$ cat src/rtl/id_ex_elastic_stage.sv
// ID->EX pipeline stage with valid/ready handshake and a 2-entry skid buffer.
// All outputs come straight from registers; flush turns held entries into bubbles.
module id_ex_elastic_stage #(
  parameter int DATA_W     = 101,
  parameter int CTRL_W     = 6,
  parameter bit CLEAR_DATA = 1'b0
) (
  input  logic              clk,
  input  logic              rst,
  input  logic              flush,
  input  logic              in_valid,
  output logic              in_ready,
  input  logic [DATA_W-1:0] in_data,
  input  logic [CTRL_W-1:0] in_ctrl,
  output logic              out_valid,
  input  logic              out_ready,
  output logic [DATA_W-1:0] out_data,
  output logic [CTRL_W-1:0] out_ctrl,
  output logic [1:0]        occupancy
);

  logic              mv, sv;
  logic [DATA_W-1:0] m_data, s_data;
  logic [CTRL_W-1:0] m_ctrl, s_ctrl;
  logic              accept, advance;

  assign in_ready  = ~sv;
  assign out_valid = mv;
  assign out_data  = m_data;
  assign out_ctrl  = m_ctrl;

  assign accept  = in_valid & ~sv;
  // M can take a new value when it is empty or being consumed this cycle
  assign advance = ~mv | out_ready;

  always_ff @(posedge clk or posedge rst) begin
    if (rst) begin
      mv        <= 1'b0;
      sv        <= 1'b0;
      m_data    <= '0;
      s_data    <= '0;
      m_ctrl    <= '0;
      s_ctrl    <= '0;
      occupancy <= 2'd0;
    end else if (flush) begin
      mv        <= 1'b0;
      sv        <= 1'b0;
      m_ctrl    <= '0;
      s_ctrl    <= '0;
      occupancy <= 2'd0;
      if (CLEAR_DATA) begin
        m_data <= '0;
        s_data <= '0;
      end
    end else if (advance) begin
      if (sv) begin
        mv     <= 1'b1;
        m_data <= s_data;
        m_ctrl <= s_ctrl;
        if (accept) begin
          s_data    <= in_data;
          s_ctrl    <= in_ctrl;
          occupancy <= 2'd2;
        end else begin
          sv        <= 1'b0;
          s_ctrl    <= '0;
          occupancy <= 2'd1;
          if (CLEAR_DATA) s_data <= '0;
        end
      end else if (accept) begin
        mv        <= 1'b1;
        m_data    <= in_data;
        m_ctrl    <= in_ctrl;
        occupancy <= 2'd1;
      end else begin
        mv        <= 1'b0;
        m_ctrl    <= '0;
        occupancy <= 2'd0;
        if (CLEAR_DATA) m_data <= '0;
      end
    end else if (accept) begin
      sv        <= 1'b1;
      s_data    <= in_data;
      s_ctrl    <= in_ctrl;
      occupancy <= 2'd2;
    end
  end

endmodule

$ cat config.mk
export PLATFORM = sky130hd
export DESIGN_NAME = id_ex_elastic_stage
export DESIGN_NICKNAME = d
export VERILOG_FILES = /design/src/rtl/id_ex_elastic_stage.sv
export SDC_FILE = /design/constraint.sdc
export NUM_CORES = 1
export LEC_CHECK = 0
export CAP_MARGIN = 20
export CORE_ASPECT_RATIO = 0.9
export CORE_MARGIN = 4
export CORE_UTILIZATION = 45
export CTS_BUF_LIST = sky130_fd_sc_hd__clkbuf_8
export CTS_CLUSTER_DIAMETER = 30
export DETAILED_ROUTE_END_ITERATION = 6
export PLACE_DENSITY = 0.73
export SYNTH_ARGS = -nofsm -noshare
export SYNTH_HDL_FRONTEND = slang
export SYNTH_SLANG_ARGS = --single-unit
$ cat constraint.sdc
create_clock -name clk -period 17.6 [get_ports clk]
set_input_delay 3.52 -clock clk [delete_from_list [all_inputs] [get_ports clk]]
set_output_delay 3.52 -clock clk [all_outputs]
set_load 0.02 [all_outputs]
==> results of run 1 <==
[through the flow]
step	hold slack, ns	instance area (um^2)	utilization	power (W)	cells
after floorplan	0.452	9730	-	0.000857	604
after global placement	0.462	12000	0.571	0.00100	1079
after detailed placement	0.468	12000	0.571	0.00102	1079
after CTS	0.485	12900	0.615	0.00157	1152
after global routing	0.493	12900	0.616	0.00162	1153
final	0.481	12900	0.616	0.00154	1153
[power breakdown]
group          total [W]  internal, W  switching, W
Combinational   0.000346     0.000206      0.000140
Clock           0.000534     0.000316      0.000218
Sequential      0.000663     0.000605     0.0000581
Total            0.00154      0.00113      0.000416
[flip-flops by register name, summed over array words and instances (netlist names)]
name	cells
sv	1
occupancy	1
s_data	101
out_data	101
s_ctrl	6
out_valid	1
out_ctrl	6
[synthesized netlist by cell type, types with 6 or more instances]
master and n:
a211oi_1 7, a22oi_1 6, buf_1 8, buf_12 10
buf_2 6, buf_4 11, dfrtp_1 217, inv_1 8
mux2_1 55, mux2_2 185, mux2_4 63, nor2_1 8
o32ai_1 6
[cell type report]
class                           instances  share of cell area
Sequential cell                       217               0.420
Multi-Input combinational cell        340               0.302
Timing Repair Buffer                  229               0.177
Clock buffer                           49              0.0521
Tap cell                              286              0.0276
Clock inverter                         24              0.0185
Inverter                                8             0.00290
[cells by family (layout without fill, tap and decap cells)]
group | after synthesis | in the layout
muxes | 303 | 303
xor gates and xnor gates | 1 | 1
AOI/OAI and AO/OA | 21 | 21
and+or+nand+nor | 15 | 15
DFF | 217 | 217
buffers and inverters | 47 | 310
[path summary, 6_finish.rpt]
check | start | endpoint | cells after the start
setup / recovery | out_ready | s_data[2] | 6
max in group asynchronous | rst | out_data[17] | 4
min in group asynchronous | rst | out_data[5] | 2
hold / removal | s_data[20] | s_data[20] | 1
setup reg to reg | sv | s_data[2] | 5
hold reg to reg | s_data[20] | s_data[20] | 1
[critical path, cell delays in order]
cell and delay (ns):
clkdlybuf4s50_1 0.43, nand2b_1 0.44, nor3b_4 0.28, buf_4 0.67, buf_4 0.85, mux2_1 0.40
[per-layer routing]
layer	vias to the layer above	GRT usage	wire, um
met5	-	0	13
met4	2	0.0461	315
met3	34	0.0680	1700
met2	178	0.280	10100
met1	2927	0.222	9200
li1	2649	-	-
==> results.sh, run 1 <==
export IMPL_drc_errors=0
export IMPL_antenna_cells=0
export IMPL_relSlewSlack=0.355
export IMPL_synth_area_per_cell_um2=16.1
export IMPL_maxCapViolations=0
export IMPL_setup_viol=0
export IMPL_clk_pin_slew_ns=0.06
export IMPL_ys_warn_count=0
export IMPL_synth_area_leaders="dfrtp_1, mux2_2, mux2_4"
export IMPL_num_rows=50
export IMPL_antenna_found_initial=1
export IMPL_vias=5790
export IMPL_grt_overflow=0
export IMPL_layout_min_cycle_time_ns=6.34
export IMPL_drtIter0Drc=249
export IMPL_netlist_instances=604
export IMPL_grt_pass1_wl_mm=34.2
export IMPL_ir_drop_v=0.000107
export IMPL_clk_latency_ns=0.52
export IMPL_grt_pass1_vias=6449
export IMPL_hold_class="reg2reg"
export IMPL_cts_inserted_buffers=43
export IMPL_required_ns=17.99
export IMPL_syn_num_nets=716
export IMPL_core_area_um2=21000
export IMPL_hold_viol=0
export IMPL_power_leakage_nw=5.46
export IMPL_multiInputGateArea_um2=3910
export IMPL_synth_top_area_cell="dfrtp_1"
export IMPL_root_buffer="clkbuf_8"
export IMPL_tightest_slew_ns=0.968
export IMPL_powerDensity_nw_per_um2=119
export IMPL_gp_congestion=0.795
export IMPL_cts_sinks=217
export IMPL_track_usage=0.174
export IMPL_critPathCaptureType="register"
export IMPL_synth_top_family_by_area="multiplexers"
export IMPL_io_buffer_count=222
export IMPL_fillCellCount=1602
export IMPL_fin_crit_sh=0.360
export IMPL_dr_pass1_iters=4
export IMPL_yosysSeqAreaShare=0.558
export IMPL_die_w_um=163
export IMPL_ys_ff_latch=217
export IMPL_preCtsSetupSlack_ns=10.74
export IMPL_regArea_um2=5430
export IMPL_r2r_slack_ns=13.99
export IMPL_finalClockSkew_ns=0.0184
export IMPL_h_tree_depth=2
export IMPL_drv_slew=0
export IMPL_synthFlopType="dfrtp_1"
export IMPL_synth_edf_count=0
export IMPL_dieArea_um2=24000
export IMPL_synth_area_mux_share=0.375
export IMPL_hold_buffers=0
export IMPL_cp_arrival_ns=6.74
export IMPL_rsz0062_at_grt="false"
export IMPL_synthArstFlopShare=1.00
export IMPL_synth_xor_area_frac=0.000900
export IMPL_cp_start_kind="primary input"
export IMPL_cts_tree="yes"
export IMPL_synthSimpleGateAreaFrac=0.00887
export IMPL_cts_setup_buffers=0
export IMPL_routed_wl_mm=21.3
export IMPL_wl_per_cell_um=18.5
export IMPL_drive_above_1_share=0.377
export IMPL_start_util=0.463
export IMPL_synth_compound_area_frac=0.0167
export IMPL_yosysTopAreaCellShare=0.558
export IMPL_dp_hpwl_mm=13.9
export IMPL_dieHeight_um=148
export IMPL_netlist_area_um2=9730
export IMPL_mostFrequentLayoutCells="clkdlybuf4s50_1, dfrtp_1, mux2_2"
export IMPL_drtAntennaViolNets=0
export IMPL_finalSetupTns_ns=0
export IMPL_grt_max_degree=158
export IMPL_nets=951
export IMPL_yosysUniqueCellTypes=23
export IMPL_fin_ws_ns=11.26
export IMPL_synthAdderAreaFrac=0
export IMPL_mostFrequentLayoutCell="clkdlybuf4s50_1"
export IMPL_area_growth_pct=33.1
export IMPL_run_status="finished clean"
export IMPL_cts_buffer_depth=3
export IMPL_via_per_inst=5.02
export IMPL_crit_type="in2reg"
export IMPL_postCtsResizedCells=0
export IMPL_io_pins=223
export IMPL_path_max_fanout=51
export IMPL_fmax_mhz=158
Note: power is estimated with default switching activity, not from simulation.
==> run 2, diff against run 1 <==
PLACE_DENSITY = 0.76   (was 0.73)
clock period = 5.3 ns   (was 17.6 ns; I/O delays follow)
==> run 2 against run 1 <==
Setup slack got worse by 9.1 ns; via count rose by 2.6%; non-clock buffer count did not move; sequential power rose to 3.3 times the previous value; design area rose by 1.2%; clock power rose to 3.8 times the previous value; count of clock-buffer cells in the layout rose by 4; worst hold slack improved by 0.0015 ns; flip-flop and latch count did not move; critical path depth fell by 5; global-route usage rose by 0.47 points; register-to-register slack got worse by 11 ns; highest routed layer is now met4.
==> results.sh, run 2 (synthesized netlist as in run 1, its figures left out) <==
export IMPL_nets=954
export IMPL_mostFrequentLayoutCell="clkdlybuf4s50_1"
export IMPL_r2r_start="sv"
export IMPL_drv_slew=0
export IMPL_gp_congestion=0.767
export IMPL_rsz0062_at_grt="false"
export IMPL_path_max_fanout=45
export IMPL_num_rows=50
export IMPL_postCtsResizedCells=0
export IMPL_cts_setup_buffers=0
export IMPL_drc_errors=0
export IMPL_mostFrequentLayoutCells="clkdlybuf4s50_1, dfrtp_1, mux2_2"
export IMPL_h_tree_depth=2
export IMPL_routed_wl_mm=21.7
export IMPL_dr_pass1_iters=4
export IMPL_crit_type="reg2out"
export IMPL_vias=5940
export IMPL_cp_start_kind="register"
export IMPL_finalPower_w=0.00537
export IMPL_slowest_stage="dfrtp_4"
export IMPL_area_growth_pct=34.7
export IMPL_relSlewSlack=0.323
export IMPL_cts_inserted_buffers=46
export IMPL_critPathCaptureType="output pin"
export IMPL_dp_hpwl_mm=14.1
export IMPL_root_buffer="clkbuf_8"
export IMPL_drtAntennaViolNets=0
export IMPL_grt_pass1_wl_mm=35.2
export IMPL_setup_viol=0
export IMPL_core_area_um2=21000
export IMPL_r2r_cells=4
export IMPL_drive_above_1_share=0.389
export IMPL_start_util=0.463
export IMPL_path_delay_family="flip-flops"
export IMPL_grt_pass1_vias=6818
export IMPL_fmax_mhz=318
export IMPL_run_status="finished clean"
export IMPL_ir_drop_v=0.000305
export IMPL_critPathBufInv=1
export IMPL_grt_overflow=0
export IMPL_wl_per_cell_um=18.6
export IMPL_hold_class="reg2reg"
export IMPL_whs_path_depth=1
export IMPL_io_buffer_count=222
export IMPL_hp_start="s_data[51]"
export IMPL_track_usage=0.179
export IMPL_required_ns=4.24
export IMPL_r2r_end="s_data[40]"
export IMPL_dieHeight_um=148
export IMPL_cts_tree="yes"
export IMPL_r2r_slack_ns=2.60
export IMPL_cts_buffer_depth=3
export IMPL_power_leakage_nw=5.51
export IMPL_via_per_inst=5.10
export IMPL_clk_pin_slew_ns=0.06
export IMPL_hold_buffers=0
export IMPL_antenna_cells=0
export IMPL_io_pins=223
export IMPL_hold_viol=0
export IMPL_cpPeakStageDelay_ns=0.81
export IMPL_final_core_util=0.623
export IMPL_min_to="s_data[51]"
export IMPL_fin_crit_sh=0.593
export IMPL_finalClockSkew_ns=0.0195
export IMPL_grt_max_degree=91
export IMPL_tightest_slew_ns=1.01
export IMPL_layout_min_cycle_time_ns=3.14
export IMPL_dieArea_um2=24000
export IMPL_clk_latency_ns=0.54
export IMPL_hold_ws_ns=0.483
export IMPL_die_w_um=163
export IMPL_crit_chain="clkdlybuf4s50_1"
export IMPL_powerDensity_nw_per_um2=410
export IMPL_cp_arrival_ns=2.08
export IMPL_finalSetupTns_ns=0
export IMPL_maxCapViolations=0
export IMPL_drtIter0Drc=257
export IMPL_cts_sinks=217
export IMPL_antenna_found_initial=0
run 2: layer usage:
layer  track usage  vias to the layer above  share of wire
met5             0                        -              0
met4        0.0616                        0          0.025
met3        0.0613                       51          0.081
met2         0.296                      191           0.48
met1         0.219                     3028           0.41
li1              -                     2670              -
run 2: layout make-up:
cell class	instances	area, um^2
fillers	1577	7920
flip-flops and latches	217	5430
multi-input cells	340	3910
repair buffers	229	2300
clock buffers	53	729
well taps	286	358
clock inverters	32	339
inverters	8	33.8
run 2: worst max-delay path by stage:
stage | from | end | depth (start not counted)
2_1_floorplan | rst | occupancy[0] | 1
3_3_place_gp | out_ready | s_data[40] | 5
3_5_place_dp | out_ready | s_data[40] | 5
4_1_cts | sv | occupancy[1] | 1
5_1_grt | sv | occupancy[1] | 1
6_report | sv | occupancy[1] | 1
run 2: power by group:
group / switching (W) / internal [W]
sequential: 0.000196 / 0.00201
clock: 0.000784 / 0.00123
combinational: 0.000464 / 0.000686
run 2: metrics by stage:
stage	std cells	worst slack (ns)	cell area, um^2
after floorplan	604	1.41	9740
after global placement	1080	1.80	12000
after detailed placement	1080	1.76	12000
after CTS	1165	2.10	13100
after global routing	1165	2.06	13100
final	1165	2.16	13100
